<file path="config.mk">
export PLATFORM = sky130hd
export DESIGN_NAME = spi_ram_ctrl
export DESIGN_NICKNAME = d
export VERILOG_FILES = /design/src/rtl/spi_ram_pkg.sv /design/src/rtl/spi_ram_shifter.sv /design/src/rtl/spi_ram_ctrl.sv
export SDC_FILE = /design/constraint.sdc
export NUM_CORES = 1
export LEC_CHECK = 0
export ABC_CLOCK_PERIOD_IN_PS = 2850
export CORE_ASPECT_RATIO = 0.5
export CORE_MARGIN = 2
export CORE_UTILIZATION = 30
export DETAILED_ROUTE_END_ITERATION = 8
export PLACE_DENSITY = 0.53
export SLEW_MARGIN = 10
export SYNTH_ARGS = -nofsm -noshare
export SYNTH_HDL_FRONTEND = slang
export SYNTH_SLANG_ARGS = --single-unit
</file>
<file path="constraint.sdc">
create_clock -name clk -period 2.85 [get_ports clk]
set_clock_uncertainty 0.2 [all_clocks]
set_input_delay 0.855 -clock clk [delete_from_list [all_inputs] [get_ports clk]]
set_output_delay 0.855 -clock clk [all_outputs]
set_load 0.1 [all_outputs]
</file>
<file path="src/rtl/spi_ram_pkg.sv">
// spi_ram_pkg: opcodes, FSM states and quad feature switch for the SPI RAM controller
// Macro SPI_RAM_CTRL_QUAD_EN enables quad opcodes (6Bh/32h) and the DUMMY state.
package spi_ram_pkg;
  localparam logic [7:0] CMD_READ = 8'h03, CMD_WRITE = 8'h02, CMD_QREAD = 8'h6B, CMD_QWRITE = 8'h32;
`ifdef SPI_RAM_CTRL_QUAD_EN
  localparam logic QUAD_EN = 1'b1;
  typedef enum logic [2:0] {S_IDLE, S_CMD, S_ADDR, S_DUMMY, S_DATA, S_GAP} state_t;
`else
  localparam logic QUAD_EN = 1'b0;
  typedef enum logic [2:0] {S_IDLE, S_CMD, S_ADDR, S_DATA, S_GAP} state_t;
`endif
  function automatic logic [7:0] opcode(input logic wr, input logic quad);
    return wr ? (quad ? CMD_QWRITE : CMD_WRITE) : (quad ? CMD_QREAD : CMD_READ);
  endfunction
endpackage

</file>
<file path="src/rtl/spi_ram_shifter.sv">
// spi_ram_shifter: 8-bit shift register, parallel load, 1- or 4-bit shift from sin
// Ports: load/load_val parallel load (wins over shift); shift/quad/sin shift step; q contents.
module spi_ram_shifter (
  input  logic       clk,
  input  logic       rst,
  input  logic       load,
  input  logic [7:0] load_val,
  input  logic       shift,
  input  logic       quad,
  input  logic [3:0] sin,
  output logic [7:0] q
);
  always_ff @(posedge clk)
    if (rst) q <= '0;
    else if (load) q <= load_val;
    else if (shift) q <= quad ? {q[3:0], sin} : {q[6:0], sin[0]};
endmodule

</file>
<file path="src/rtl/spi_ram_ctrl.sv">
// spi_ram_ctrl: SPI/quad-SPI RAM master issuing command, 24-bit address, optional dummy and data phases
// Ports: req_* request handshake; wdata_* write byte stream; rdata/rdata_valid read stream;
// busy; spi_clk_out/spi_select/spi_d_out/spi_d_oe/spi_d_in pins. Quad support under SPI_RAM_CTRL_QUAD_EN.
module spi_ram_ctrl
  import spi_ram_pkg::*;
#(
  parameter int DUMMY_CYCLES = 2,
  parameter int LEN_BITS = 8
) (
  input  logic                clk,
  input  logic                rst,
  input  logic                req_valid,
  output logic                req_ready,
  input  logic                req_write,
  input  logic                req_quad,
  input  logic [23:0]         req_addr,
  input  logic [LEN_BITS-1:0] req_len,
  input  logic [7:0]          wdata,
  input  logic                wdata_valid,
  output logic                wdata_ready,
  output logic [7:0]          rdata,
  output logic                rdata_valid,
  output logic                busy,
  output logic                spi_clk_out,
  output logic                spi_select,
  output logic [3:0]          spi_d_out,
  output logic [3:0]          spi_d_oe,
  input  logic [3:0]          spi_d_in
);
  // bit counter covers the longest phase: 24 address bits or the dummy count
  localparam int CNT_W = $clog2(DUMMY_CYCLES > 24 ? DUMMY_CYCLES : 24);
  state_t state, state_n;
  logic ph, ph_n, pend, pend_n, wr_r, quad_r, rdata_valid_n;
  logic sh_load, sh_shift, sh_quad, active, last_bit;
  logic [CNT_W-1:0] bit_cnt, bit_n;
  logic [LEN_BITS-1:0] byte_cnt, byte_n, len_r;
  logic [23:0] addr_r;
  logic [7:0] sh_val, sh_q, rd_byte, rdata_n;
  logic [3:0] sh_in;

  assign active = state != S_IDLE && state != S_GAP;
  assign last_bit = bit_cnt == (quad_r ? CNT_W'(1) : CNT_W'(7));
  assign sh_quad = quad_r && state == S_DATA;
  assign sh_in = (state == S_DATA && !wr_r) ? (quad_r ? spi_d_in : {3'b000, spi_d_in[1]}) : 4'h0;
  assign rd_byte = quad_r ? {sh_q[3:0], spi_d_in} : {sh_q[6:0], spi_d_in[1]};

  spi_ram_shifter u_shift (
    .clk(clk),
    .rst(rst),
    .load(sh_load),
    .load_val(sh_val),
    .shift(sh_shift),
    .quad(sh_quad),
    .sin(sh_in),
    .q(sh_q)
  );

  always_ff @(posedge clk)
    if (rst) begin
      state <= S_IDLE;
      ph <= 1'b0;
      pend <= 1'b0;
      bit_cnt <= '0;
      byte_cnt <= '0;
      wr_r <= 1'b0;
      quad_r <= 1'b0;
      len_r <= '0;
      addr_r <= '0;
      rdata <= '0;
      rdata_valid <= 1'b0;
    end else begin
      state <= state_n;
      ph <= ph_n;
      pend <= pend_n;
      bit_cnt <= bit_n;
      byte_cnt <= byte_n;
      rdata <= rdata_n;
      rdata_valid <= rdata_valid_n;
      if (state == S_IDLE && req_valid) begin
        wr_r <= req_write;
        quad_r <= req_quad & QUAD_EN;
        len_r <= req_len;
        addr_r <= req_addr;
      end
    end

  // pend marks the clock-low slot where a write byte is awaited; ph=1 is the SPI high phase
  always_comb begin
    state_n = state;
    ph_n = ph;
    pend_n = pend;
    bit_n = bit_cnt;
    byte_n = byte_cnt;
    sh_load = 1'b0;
    sh_val = wdata;
    sh_shift = 1'b0;
    rdata_n = rdata;
    rdata_valid_n = 1'b0;
    if (state == S_IDLE) begin
      if (req_valid) begin
        state_n = S_CMD;
        bit_n = '0;
        byte_n = '0;
        sh_load = 1'b1;
        sh_val = opcode(req_write, req_quad & QUAD_EN);
      end
    end else if (state == S_GAP) begin
      bit_n = bit_cnt + CNT_W'(1);
      if (bit_cnt == CNT_W'(1)) begin
        state_n = S_IDLE;
        bit_n = '0;
      end
    end else if (pend) begin
      if (wdata_valid) begin
        pend_n = 1'b0;
        sh_load = 1'b1;
      end
    end else if (!ph) ph_n = 1'b1;
    else begin
      ph_n = 1'b0;
      sh_shift = 1'b1;
      bit_n = bit_cnt + CNT_W'(1);
      if (state == S_CMD && bit_cnt == CNT_W'(7)) begin
        state_n = S_ADDR;
        bit_n = '0;
        sh_load = 1'b1;
        sh_val = addr_r[23:16];
      end
      if (state == S_ADDR) begin
        sh_load = bit_cnt == CNT_W'(7) || bit_cnt == CNT_W'(15);
        sh_val = bit_cnt == CNT_W'(7) ? addr_r[15:8] : addr_r[7:0];
        if (bit_cnt == CNT_W'(23)) begin
          bit_n = '0;
          pend_n = wr_r;
          state_n = S_DATA;
`ifdef SPI_RAM_CTRL_QUAD_EN
          if (quad_r && !wr_r) state_n = S_DUMMY;
`endif
        end
      end
`ifdef SPI_RAM_CTRL_QUAD_EN
      if (state == S_DUMMY && bit_cnt == CNT_W'(DUMMY_CYCLES - 1)) begin
        state_n = S_DATA;
        bit_n = '0;
      end
`endif
      if (state == S_DATA && last_bit) begin
        bit_n = '0;
        rdata_n = wr_r ? rdata : rd_byte;
        rdata_valid_n = !wr_r;
        if (byte_cnt == len_r) state_n = S_GAP;
        else begin
          byte_n = byte_cnt + LEN_BITS'(1);
          pend_n = wr_r;
        end
      end
    end
  end

  always_comb begin
    req_ready = state == S_IDLE && !rst;
    busy = state != S_IDLE;
    wdata_ready = pend;
    spi_clk_out = ph;
    spi_select = !active;
    spi_d_oe = (state == S_CMD || state == S_ADDR) ? 4'b0001 :
               state == S_DATA ? (quad_r ? {4{wr_r}} : 4'b0001) : 4'b0000;
    spi_d_out = !active ? 4'h0 : sh_quad ? sh_q[7:4] : {3'b000, sh_q[7]};
  end
endmodule
</file>
After elaboration in Yosys (flattened, before gate mapping). Cells that the tools add are included.

Add/sub/neg operators: 2. Multipliers: 0. Div/mod/pow operators: 0. $lt $le $gt $ge: 0. Equal/unequal tests: 16. Shift-type cells: 0. Mux-type cells: 63. Bitwise logic cells: 6. Reduce and logical (&&, ||, !) cells: 24.

Operators with widths (count): $mux W8 (17); $mux W5 (10); $mux W3 (11); $mux W1 (25); $reduce_and A6 Y1 (2); $add A8 B1 Y8 const B (1); $eq A8 B8 Y1 (1); $eq A3 B2 Y1 const B (2); $logic_and A1 B1 Y1 (6); $ne A2 B1 Y1 const B (3); $ne A3 B1 Y1 const B (2); $not A1 Y1 (6); $reduce_and A3 Y1 (2); $reduce_bool A2 Y1 (3); $reduce_bool A3 Y1 (2); $reduce_or A6 Y1 (1); $add A5 B1 Y5 const B (1); $eq A5 B1 Y1 const B (1); $eq A5 B3 Y1 const B (1); $eq A5 B4 Y1 const B (1); $eq A5 B5 Y1 const B (1); $reduce_and A4 Y1 (1); $eq A3 B1 Y1 const B (1); $eq A3 B3 Y1 const B (1); other kinds (6) (9).

Flip-flop bits (word level): 68. Bits in latches: 0. RAM bits: 0. ROM bits: 0. Input bits: 50. Output and inout bits: 22. Logic and storage cells: 122. Memories kept: 0.

Depth between registers and ports, before layout. Gate-level depths: netlist (run 1).

Word-level depth: 11. Gate-level depth with buffers: 9. Depth with buffers taken out: 8.

Modules after synthesis. A second synthesis (run 1) with hierarchy kept.

Cell total of the unflattened synthesis: 451. Area, all modules: 3504.6 um2.

By module, submodules not included: spi_ram_ctrl (times used 1, cells an instance 406, area each 3010.4 um2, sequential area each 1201.2 um2); spi_ram_shifter (times used 1, cells an instance 45, area each 494.2 um2, sequential area each 160.2 um2).

Worst setup path after synthesis (run 1). Ideal clock, no wire load.

Path type: flip-flop to output port. Start point: register state[1]. End point: output port req_ready. Arrival: 2.833 ns. Required time: 1.795 ns. Slack: -1.038 ns. Stages on the path, launching flop included: 6. Buffers on the path: 2. Cell sequence: dfxtp_1 clkbuf_1 clkbuf_1 nor3_1 inv_1 nor2_1.

Longest elaborated chain between the ends: 2.

RTL lines: start, declared (line spi_ram_ctrl.sv:32) `state_t state, state_n;`; start signal, assigned (line spi_ram_ctrl.sv:72) `state <= state_n;`; $logic_not A3 Y1 (line spi_ram_ctrl.sv:161) `req_ready = state == S_IDLE && !rst;`; $logic_and A1 B1 Y1 (line spi_ram_ctrl.sv:161); end, declared (line spi_ram_ctrl.sv:13) `output logic req_ready,`.

Every way passes these cells.

Worst setup path after layout (run 1). Ends and elaborated chain as after synthesis.

==> flow_summary.toml, run 1 <==
[status]
status = "finished clean"

[global_routing]
grt_pass1_wl_um = 15800
grt_pass1_vias = 2987
grt_overflow_total = 0
gr-usage-all-layers = 0.164
antenna_found_initial = 0
grt_max_degree = 70

[synthesis]
synth_area_mm2 = 0.00346
synthArstFlopShare = 0
muxShareOfSynthArea = 0.0686
synth_top_flop_cell = "dfxtp_1"
synth_top_family_by_area = "simple AND/OR/NAND/NOR gates"
synth_xor_xnor_area_share = 0.0303
synthTopCellsByCount = "nand2_1, dfxtp_1, a21oi_1, nor2_1, clkbuf_1"
netlist_instances = 431
synthSimpleGateAreaFrac = 0.241
synthTopCellsByArea = "dfxtp_1, nand2_1, a21oi_1"
yosys_warnings = 0
yosysTopAreaCell = "dfxtp_1"
synth_compound_area_frac = 0.191
synth_top_cell_area_share = 0.393
ys_seq_area_frac = 0.393
ys_ff_latch = 68
synth_edf_count = 0
synth_cell_types = 62
avgSynthCellArea_um2 = 8.04
synth-adder-area-share = 0.0145
yosysMostFrequentCell = "nand2_1"

[critical_path]
cp.required_ns = 1.80
slowest_delay_ns = 0.39
critical_path_arrival_ns = 1.64
critPathTopFamily = "simple AND/OR/NAND/NOR gates"
critical_path.max_fanout = 13
endpoint_kind = "primary output"
cp_slowest_cell = "dfxtp_2"
worst-path-buf-inv = 2
critPathKind = "reg2out"
cp-start-kind = "flop"
crit_chain = "nor3_4, clkinvlp_4, nor2_4, buf_12"

[die]
rows = 27
fp.dieH_um = 80.0
start_util = 0.312
io-pin-count = 72
die-area_mm2 = 0.0125
coreArea_mm2 = 0.0111
die_w_um = 156

[timing]
finalCriticalPeriod_ns = 2.70
slew_headroom = 0.531
max_clock_freq_ghz = 0.371
slew_violations = 0
rsz0062_at_grt = "false"
setup_viol = 0
post-route-period-util = 0.946
hold_violations = 0
tns_ns = 0
worst_pin_slew_ns = 0.695
holdWs_ns = 0.252

[cells_and_area]
drive_above_1_share = 0.147
diodes = 0
final_util = 0.419
nFillCells = 1095
instances_no_fill = 642
syn2layout_area_growth_pct = 34.3
fin_nets = 546

[drt]
remaining_drc_errors = 0
via_per_inst = 4.99
post_drt_wl_per_cell_um = 15.0
num_vias = 3202
first_iter_violations = 270
routed_wl_um = 9640
drtPass1Iterations = 4
final_antenna_net_count = 0

[clock_tree]
cts.htree.levels = 3
numClockSinks = 68
ctsHoldBuffers = 0
tritoncts = "done"
cts_buffers = 9
cts-root-buf = "clkbuf_16"
clock_path_buffers = 2
clk_latency_ns = 0.34
cts.clk_slew.worst_paths_ns = 0.06

[flow_run]
timing.max_cap.violations = 0

[placed_design]
placed_cells = 624
gp_congestion = 0.794
dp_hpwl_um = 6970
port_buffers = 61

[power]
powerDensity_mw_per_mm2 = 599
peakVddDrop_uv = 304
p_leak_nw = 1.65
total_power_mw = 2.79

[worst_hold_path]
min_path_type = "reg2reg"
==> power breakdown <==
| part | switching (mW) | internal (mW) |
|---|---|---|
| clock network | 0.432 | 0.726 |
| registers | 0.0431 | 1.01 |
| logic | 0.349 | 0.234 |
==> logic make-up after synthesis <==
group	count (synthesis)
compound gates	105
xor+xnor	12
fa+ha+maj	4
buf+inv	44
flops	68
mux	23
other cells	1
simple gates	174
==> layout by cell type, fill, tap and decap left out, drive strengths merged, types with 3 or more instances in the layout <==
cell type / Yosys / final
mux2i: 17 / 17
mux2: 6 / 6
clkinvlp: 0 / 4
a31oi: 4 / 4
o31ai: 4 / 4
a221o: 3 / 3
dfxtp: 68 / 68
nand3: 8 / 8
or3: 5 / 5
buf: 14 / 36
xnor2: 8 / 8
clkdlybuf4s50: 0 / 44
a311oi: 6 / 6
xor2: 4 / 4
o21ai: 13 / 13
nor2: 28 / 28
nand3b: 4 / 4
inv: 9 / 8
a21oi: 49 / 49
nand2b: 6 / 6
ha: 4 / 4
nand4: 5 / 5
conb: 1 / 6
nor2b: 4 / 4
nor4: 5 / 5
clkbuf: 21 / 11
nor3: 6 / 6
o211ai: 4 / 4
nand2: 90 / 90
==> registers in the layout, summed over array words and instances, names as in the netlist <==
| signal | cells |
|---|---|
| addr_r | 24 |
| byte_cnt | 8 |
| len_r | 8 |
| rdata | 8 |
| u_shift.q | 8 |
| bit_cnt | 5 |
| state | 3 |
| rdata_valid | 1 |
| spi_clk_out | 1 |
| wdata_ready | 1 |
| wr_r | 1 |
==> per-layer routing <==
layer  routed length [um]  GRT usage
met2                 4010      0.232
met3                  527     0.0478
met5                    0          0
met4                   98     0.0486
met1                 5000      0.237
==> worst reg2reg max path, delay by kind of cell (launching register included) <==
kind / cells / cell delay, ns
DFF: 1 / 0.39
adders and majority gates: 1 / 0.30
AOI/OAI and AO/OA: 3 / 0.83
and+or+nand+nor: 2 / 0.78
==> area by class of cell <==
cell class	count	area [um2]	area share
Clock buffer	11	253	0.0543
Clock inverter	5	58.8	0.0126
Timing Repair Buffer	80	808	0.174
Tap cell	145	181	0.0390
Sequential cell	68	1360	0.293
Inverter	9	41.3	0.00888
Multi-Input combinational cell	324	1950	0.418
==> per-stage QoR <==
stage                     setup slack [ns]  cell area [um2]
after floorplan                     -0.237             3530
after global routing                0.0521             4650
after CTS                           0.0595             4620
final                                0.155             4650
after global placement              0.0261             4310
after detailed placement            0.0413             4310
==> path summary, 6_finish.rpt <==
check | cells after the start | slack [ns] | end | startpoint
setup / recovery | 4 | 0.15 | req_ready | state[1]
hold reg to reg | 2 | 0.25 | addr_r[12] | addr_r[12]
setup reg to reg | 6 | 0.25 | u_shift.q[4] | bit_cnt[0]
hold / removal | 2 | 0.25 | addr_r[12] | addr_r[12]
==> repair_timing <==
action,CTS,global route
setup endpoints to repair,2,1
resized for setup,3,0
setup buffers,0,2
Note: power is estimated with default switching activity, not from simulation.
==> run 2: changes to the inputs <==
--- a/config.mk
+++ b/config.mk
@@ -10,6 +10,7 @@
 export CORE_MARGIN = 2
 export CORE_UTILIZATION = 30
 export DETAILED_ROUTE_END_ITERATION = 8
+export HOLD_SLACK_MARGIN = 0.03
 export PLACE_DENSITY = 0.53
 export SLEW_MARGIN = 10
 export SYNTH_ARGS = -nofsm -noshare
==> results of run 2 <==
No change in the layout: final DEF, timing and power equal those of run 1.
